**src/rtl/clock_divider_prog.sv**
```systemverilog
// ---------------------------------------------------------------------------
// clock_divider_prog
//   Programmable integer clock divider. Produces a registered divided clock
//   whose period is R clk_in cycles: floor(R/2) cycles high followed by
//   R - floor(R/2) cycles low, so odd ratios carry the extra cycle in the
//   low phase. The ratio is captured only when a new period starts, so the
//   current period is never disturbed by changes on div_ratio.
//
// Ports
//   clk_in     in   single clock, all logic on its rising edge
//   rst        in   synchronous active-high reset
//   en         in   run enable; dropping it lets the current period finish
//   div_ratio  in   requested ratio N (values below 2 behave as 2)
//   clk_out    out  registered divided clock
//   tick       out  one-cycle pulse in each cycle where clk_out rises
//   active     out  high while a period is in progress
//
// State table
//   state  | meaning
//   IDLE   | stopped, clk_out low, waiting for en
//   HIGH   | high phase of the period, clk_out high
//   LOW    | low phase of the period, clk_out low; period ends here
// ---------------------------------------------------------------------------
module clock_divider_prog #(
    parameter int DIV_WIDTH     = 8,
    parameter int DEFAULT_RATIO = 2
) (
    input  logic                 clk_in,
    input  logic                 rst,
    input  logic                 en,
    input  logic [DIV_WIDTH-1:0] div_ratio,
    output logic                 clk_out,
    output logic                 tick,
    output logic                 active
);

    typedef enum logic [1:0] {
        ST_IDLE = 2'd0,
        ST_HIGH = 2'd1,
        ST_LOW  = 2'd2
    } state_t;

    state_t               r_state;
    logic [DIV_WIDTH-1:0] r_cnt;
    logic [DIV_WIDTH-1:0] r_ratio;
    logic                 r_clk_out;
    logic                 r_tick;
    logic                 r_active;

    logic [DIV_WIDTH-1:0] w_eff_ratio;
    logic [DIV_WIDTH-1:0] w_high_len;
    logic [DIV_WIDTH-1:0] w_low_len;
    logic                 w_high_done;
    logic                 w_low_done;

    // Ratios 0 and 1 cannot form a high and a low phase; treat them as 2.
    assign w_eff_ratio = (div_ratio < DIV_WIDTH'(2)) ? DIV_WIDTH'(2) : div_ratio;

    // R >= 2 always, so both phase lengths are at least 1 and the "-1"
    // terminal compares below cannot underflow. The low phase is the longer
    // one and still fits in DIV_WIDTH bits for R = 2^DIV_WIDTH-1.
    assign w_high_len  = r_ratio >> 1;
    assign w_low_len   = r_ratio - w_high_len;
    assign w_high_done = (r_cnt == w_high_len - DIV_WIDTH'(1));
    assign w_low_done  = (r_cnt == w_low_len - DIV_WIDTH'(1));

    always_ff @(posedge clk_in) begin
        if (rst) begin
            r_state   <= ST_IDLE;
            r_cnt     <= '0;
            r_ratio   <= DIV_WIDTH'(DEFAULT_RATIO);
            r_clk_out <= 1'b0;
            r_tick    <= 1'b0;
            r_active  <= 1'b0;
        end else begin
            case (r_state)
                ST_IDLE: begin
                    r_cnt <= '0;
                    if (en) begin
                        r_state   <= ST_HIGH;
                        r_ratio   <= w_eff_ratio;
                        r_clk_out <= 1'b1;
                        r_tick    <= 1'b1;
                        r_active  <= 1'b1;
                    end else begin
                        r_clk_out <= 1'b0;
                        r_tick    <= 1'b0;
                        r_active  <= 1'b0;
                    end
                end

                ST_HIGH: begin
                    r_tick   <= 1'b0;
                    r_active <= 1'b1;
                    if (w_high_done) begin
                        r_state   <= ST_LOW;
                        r_cnt     <= '0;
                        r_clk_out <= 1'b0;
                    end else begin
                        r_cnt     <= r_cnt + DIV_WIDTH'(1);
                        r_clk_out <= 1'b1;
                    end
                end

                ST_LOW: begin
                    if (w_low_done) begin
                        // Period boundary: the only place a running divider
                        // picks up a new ratio or honours en going low.
                        r_cnt <= '0;
                        if (en) begin
                            r_state   <= ST_HIGH;
                            r_ratio   <= w_eff_ratio;
                            r_clk_out <= 1'b1;
                            r_tick    <= 1'b1;
                            r_active  <= 1'b1;
                        end else begin
                            r_state   <= ST_IDLE;
                            r_clk_out <= 1'b0;
                            r_tick    <= 1'b0;
                            r_active  <= 1'b0;
                        end
                    end else begin
                        r_cnt     <= r_cnt + DIV_WIDTH'(1);
                        r_clk_out <= 1'b0;
                        r_tick    <= 1'b0;
                        r_active  <= 1'b1;
                    end
                end

                default: begin
                    r_state   <= ST_IDLE;
                    r_cnt     <= '0;
                    r_clk_out <= 1'b0;
                    r_tick    <= 1'b0;
                    r_active  <= 1'b0;
                end
            endcase
        end
    end

    assign clk_out = r_clk_out;
    assign tick    = r_tick;
    assign active  = r_active;

endmodule

```
**config.mk**
```make
export PLATFORM = sky130hd
export DESIGN_NAME = clock_divider_prog
export DESIGN_NICKNAME = d
export VERILOG_FILES = /design/src/rtl/clock_divider_prog.sv
export SDC_FILE = /design/constraint.sdc
export NUM_CORES = 1
export LEC_CHECK = 0
export CORE_UTILIZATION = 40
export DETAILED_ROUTE_END_ITERATION = 8
export PLACE_DENSITY_LB_ADDON = 0.25
export SLEW_MARGIN = 20
export SYNTH_ARGS = -nofsm -noshare
export SYNTH_HDL_FRONTEND = slang
export SYNTH_SLANG_ARGS = --single-unit
```
**constraint.sdc**
```tcl
create_clock -name clk_in -period 3.82 [get_ports clk_in]
set_input_delay 1.146 -clock clk_in [delete_from_list [all_inputs] [get_ports clk_in]]
set_output_delay 1.146 -clock clk_in [all_outputs]
set_load 0.1 [all_outputs]
```
* Word-level counts from Yosys, hierarchy flattened
Cells that the tools add are included.
Operators by class: add/subtract/negate cells 4, magnitude comparators 1, eq/ne operators 7, multiplexer cells 19, reductions and logical operators 4
Operators by type and width (count):
- 8-bit two-way mux | 5
- 8-bit one-hot mux with 2 select lines | 2
- 8-bit == test | 2
- 8-bit by 1-bit adder with 8-bit output, second input constant | 1
- 8-bit by 2-bit less-than comparator with 1-bit output, second input constant | 1
- 7-bit by 1-bit subtractor with 8-bit output, second input constant | 1
- 8-bit by 1-bit subtractor with 8-bit output, second input constant | 1
- 8-bit by 7-bit subtractor with 8-bit output | 1
- 2-bit two-way mux | 3
- 2-bit inequality test, second input constant | 3
- 1-bit one-hot mux with 3 select lines | 2
- 2-bit one-hot mux with 3 select lines | 1
- 1-bit two-way mux | 5
- 3-bit AND reduction | 1
- 2-bit by 1-bit == test with 1-bit output, second input constant | 1
- 2-bit == test, second input constant | 1
- 2-bit zero test | 1
- 1-bit one-hot mux with 2 select lines | 1
- 2-bit AND reduction | 1
- 2-bit nonzero test | 1
Word-level totals: register bits after elaboration 21, input bits 11, output and inout port bits 3, word-level logic and storage cells 41

* Logic depth before layout (Yosys ltp)
depth in word-level cells 5, mapped depth 10, gate-level depth less buffers 10

* Worst setup path before layout
No wires, ideal clock.
path kind register -> register, start register r_ratio[1], end register r_state[0], library setup time 123 ps, arrival time 2629 ps, required time 3697 ps, setup slack 1067 ps, cell stages (with the launch flop) 11, path buffers 0, period minus slack after synthesis 2753 ps, cells stage by stage dfxtp_1 > inv_1 > ha_1 > fa_1 > nor2b_1 > o311ai_0 > a32oi_1 > a21oi_2 > o2111ai_4 > a221oi_4 > mux2_1
Between the ends: cells in the longest elaborated chain, start to end 5, elaborated cells on any way between the ends 8, those cells by class add/sub (3); eq/ne (4); reduce/logical (1)
RTL lines:
- from (decl) | line 45 | logic [DIV_WIDTH-1:0] r_ratio;
- from (signal assigned) | line 71 | r_ratio <= DIV_WIDTH'(DEFAULT_RATIO);
- from (signal assigned) | line 81 | r_ratio <= w_eff_ratio;
- from (signal assigned) | line 112 | r_ratio <= w_eff_ratio;
- 8-bit by 7-bit subtractor with 8-bit output | line 63 | assign w_low_len = r_ratio - w_high_len;
- 8-bit by 1-bit subtractor with 8-bit output | line 65 | assign w_low_done = (r_cnt == w_low_len - DIV_WIDTH'(1));
- 8-bit == test | line 65
- 2-bit inequality test (no line)
- 3-bit AND reduction (no line) *
- to (signal assigned) | line 69 | r_state <= ST_IDLE;
- to (signal assigned) | line 80 | r_state <= ST_HIGH;
- to (signal assigned) | line 96 | r_state <= ST_LOW;
- to (decl) | line 43 | state_t r_state;
Mark *: on every way between the ends. The rest lies on a longest branch, timed or not. A chain may end at the register's enable or synchronous reset.

* Worst setup path after layout
Ends and elaborated chain as after synthesis.

==> flow_summary.rst <==
.. list-table::
   :header-rows: 1

   * - Metric
     - Value
   * - Horiz. Die Dim
     - 68.7 um
   * - Clock tree from TritonCTS
     - yes
   * - Post-cts hold buffer count
     - 0
   * - Final-report hold violation count
     - 0
   * - Summed instance area of the synthesized netlist
     - 1780 sq um
   * - Top Ports
     - 14
   * - Primary FF master, synth
     - dfxtp_1
   * - Final worst path period share
     - 0.789
   * - Arrival time at the worst endpoint
     - ~3200 ps
   * - Starting density of the core
     - 0.430
   * - Kind of critical path
     - reg -> reg
   * - Initial DRC Count
     - 54
   * - Clock root buffer
     - clkbuf_8
   * - Number of non-filler instances in the completed layout
     - approximately 260
   * - Final critical-path required period
     - 3010 ps
   * - Switching share of power
     - 0.456
   * - Global-route usage over all layers
     - 0.158
   * - Share of synthesized area occupied by flip-flops and latches
     - 0.236
   * - Number of vias in the routed layout
     - about 1300
   * - Ys Warns
     - 0
   * - Clock input transition at the sequential cells of the worst setup and hold paths
     - ~70 ps
   * - Unrepaired setup endpoints after global routing
     - false
   * - Int Pwr
     - ~660 uW
   * - Transition time of the tightest slew-check pin
     - 962 ps
   * - Critical Path Fanout Max
     - 6
   * - Status
     - finished, final reports clean
   * - Post-synthesis sequential element count
     - 21
   * - Crit path required time
     - between 3000 and 4000 ps
   * - Worst path slowest cell
     - dfxtp_1
   * - Sum of negative setup slack
     - 0 ps
   * - Launch point of the critical path
     - r_ratio[1]
   * - Part of the power in the clock network
     - 0.119
   * - Pwr/cell area
     - between 600 and 700 nW/um^2
   * - Comb power frac
     - 0.640
   * - Fraction of post-synthesis cell area in the top cell type by area
     - 0.236
   * - Final layout net count
     - 245
   * - Timing-limited maximum frequency
     - between 0.3 and 0.4 GHz
   * - Crit path to
     - r_state[0]
   * - Worst-case register-to-register setup slack
     - between 800 and 900 ps
   * - Slew Limit Headroom
     - 0.356
   * - Number of distinct library cells after synthesis
     - 40
   * - Net switching power
     - approximately 550 uW
   * - Area added between synthesis and finish
     - 12.0%
   * - # setup viols final
     - 0
   * - Cell-by-cell trace of the critical path
     - inv_1 > ha_1 > fa_1 > nor2b_1 > o311ai_0 > a32oi_1 > a21oi_2 > o2111ai_4 > a221oi_4 > mux2_1
   * - Routed len/inst
     - approximately 13 um
   * - Reg2reg start
     - r_ratio[1]
   * - Setup Buffers After CTS
     - 0
   * - Crit. End Element
     - flip-flop
   * - Placeable core region
     - 4140 sq um
   * - Congestion Overflow GR
     - 0
   * - IR drop worst, VDD
     - ~0.32 mV
   * - Post_cts resized
     - 0
   * - CP top delay family
     - compound AO/OA/AOI/OAI gates
   * - Cell type with the largest total area after synthesis
     - dfxtp_1
   * - Sum of buffers and inverters on the critical path
     - 1
   * - Post-Synthesis Cells
     - roughly 200
   * - Max-cap viol count
     - 0
   * - Total Routed Length
     - roughly 3200 um
   * - Worst-skew pair later-pin latency
     - 260 ps
   * - Crit path depth
     - 10
   * - Ranking of synthesized cells by area
     - dfxtp_1 24%, ha_1 16%, xnor2_1 11%
   * - Sink count of the clock tree
     - 21
   * - Vias in the first global route
     - approximately 1200
   * - Row Count
     - 23
   * - Number of antenna violations at the first check in global routing
     - 0
   * - Final ANT Viol Nets
     - 0
   * - Die area
     - 4730 sq um
   * - Global-route wire length before repair
     - 5450 um
   * - Number of cells in the design after placement
     - ~260
   * - DRC
     - 0
   * - Top library cells by usage in the layout, fill and taps aside
     - 23 x xnor2_1, 23 x ha_1, 21 x dfxtp_1
   * - Final slew viol count
     - 0
   * - Maximum level of the CTS H-tree
     - 1
   * - # port buffers
     - 13
   * - Part of the power in registers
     - 0.240
   * - Final worst clock skew
     - roughly 3.6 ps
   * - Number of enable-type register cells in the synthesized netlist
     - 0
   * - Maximum number of pins on one net before global-route repair
     - 24
   * - Total clock buffers created by CTS
     - 3
   * - Avg Cell Area, Syn
     - 9.00 sq um
   * - Fraction of layout cells with a size suffix above 1
     - 0.0622
   * - Post-Syn Nets
     - about 230
   * - Startpoint types
     - flip-flop
   * - Die Height
     - roughly 69 um
   * - Fraction of synthesis flops using an asynchronous set or reset pin
     - 0
   * - Number of detailed-route iterations in the first pass
     - 4
   * - Highest cell delay on the worst timing path
     - 470 ps
   * - Classification of the worst-slack hold path
     - reg -> reg
   * - Diode count
     - 0
   * - Vias per inst
     - 5.14
   * - P_leak
     - 0.745 nW
   * - Max Root-Sink Buffers
     - 2
   * - Total half-perimeter wirelength after legalization and detailed placement
     - approximately 2600 um
   * - R2R cell count
     - 10
   * - Routability cong.
     - 0.777
   * - Reg2reg end
     - r_state[0]
==> stage by stage <==
| step | worst slack, ps | hold WS, ps | util | area, sq um | total power [mW] |
|---|---|---|---|---|---|
| 6_report | 807 | 520 | 0.482 | 2000 | 1.21 |
| 5_1_grt | 557 | 541 | 0.482 | 2000 | 1.31 |
| 4_1_cts | 806 | 520 | 0.482 | 2000 | 1.22 |
| 3_5_place_dp | 816 | 498 | 0.471 | 1950 | 1.07 |
| 3_3_place_gp | 883 | 500 | 0.471 | 1950 | 1.07 |
| 2_1_floorplan | 1070 | 453 | - | 1780 | 0.931 |
==> worst min-delay path, stage by stage (launching register included) <==
cell,delay (ps)
dfxtp_1,330
nand2b_1,80
mux2i_1,60
==> Yosys cell counts (all sizes together) (2+ instances only) <==
| library cell | instances |
|---|---|
| ha | 23 |
| xnor2 | 23 |
| dfxtp | 21 |
| inv | 18 |
| nand2b | 18 |
| nor3 | 13 |
| a21oi | 9 |
| mux2i | 9 |
| nor2 | 7 |
| o21ai | 6 |
| nand2 | 5 |
| nand3 | 5 |
| xor2 | 5 |
| clkbuf | 4 |
| nor2b | 4 |
| nor4 | 3 |
| a21boi | 2 |
| a221oi | 2 |
| buf | 2 |
| o311ai | 2 |
| o31a | 2 |
| or3 | 2 |
==> state kept, by name (all words and copies together) (netlist names) <==
| signal | cells |
|---|---|
| r_cnt | 8 |
| r_state | 2 |
| active | 1 |
| r_ratio | 8 |
| tick | 1 |
| clk_out | 1 |
==> worst min path at each step <==
stage,from,end,slack [ps],cells after the start
after floorplan,r_ratio[0],r_ratio[0],450,2
after global placement,r_ratio[3],r_ratio[3],500,2
after detailed placement,r_ratio[3],r_ratio[3],500,2
after CTS,r_ratio[0],r_ratio[0],520,2
after global routing,r_ratio[3],r_ratio[3],540,2
final,r_ratio[3],r_ratio[3],520,2
==> routing by layer <==
| layer | track usage | vias up | share of wire |
|---|---|---|---|
| met1 | 0.230 | 611 | 0.52 |
| met2 | 0.237 | 18 | 0.44 |
| li1 | - | 697 | - |
| met5 | 0 | - | 0 |
| met4 | 0.0612 | 0 | 0.015 |
| met3 | 0.0148 | 4 | 0.024 |
==> power by group through the flow <==
stage               Combinational (mW)  Sequential (mW)  Clock (mW)
floorplan                        0.572            0.359           0
finish                           0.774            0.291       0.144
global route                     0.858            0.296       0.160
global placement                 0.775            0.295           0
CTS                              0.779            0.291       0.151
detailed placement               0.774            0.297           0
==> cells by family after synthesis <==
logic type | count (synthesis) | share of synthesized area
fa+ha+maj | 24 | 0.173
mux | 10 | 0.0569
simple gates | 59 | 0.185
xor+xnor | 28 | 0.138
compound gates | 32 | 0.160
buf+inv | 24 | 0.0513
flops | 21 | 0.236
==> area by class of cell <==
type / count / area, sq um
Multi-Input combinational cell: 153 / 1270
Fill cell: 426 / 2150
Sequential cell: 21 / 420
Clock buffer: 4 / 45.0
Tap cell: 50 / 62.6
Timing Repair Buffer: 13 / 130
Inverter: 18 / 67.6
Note: power is estimated with default switching activity, not from simulation.
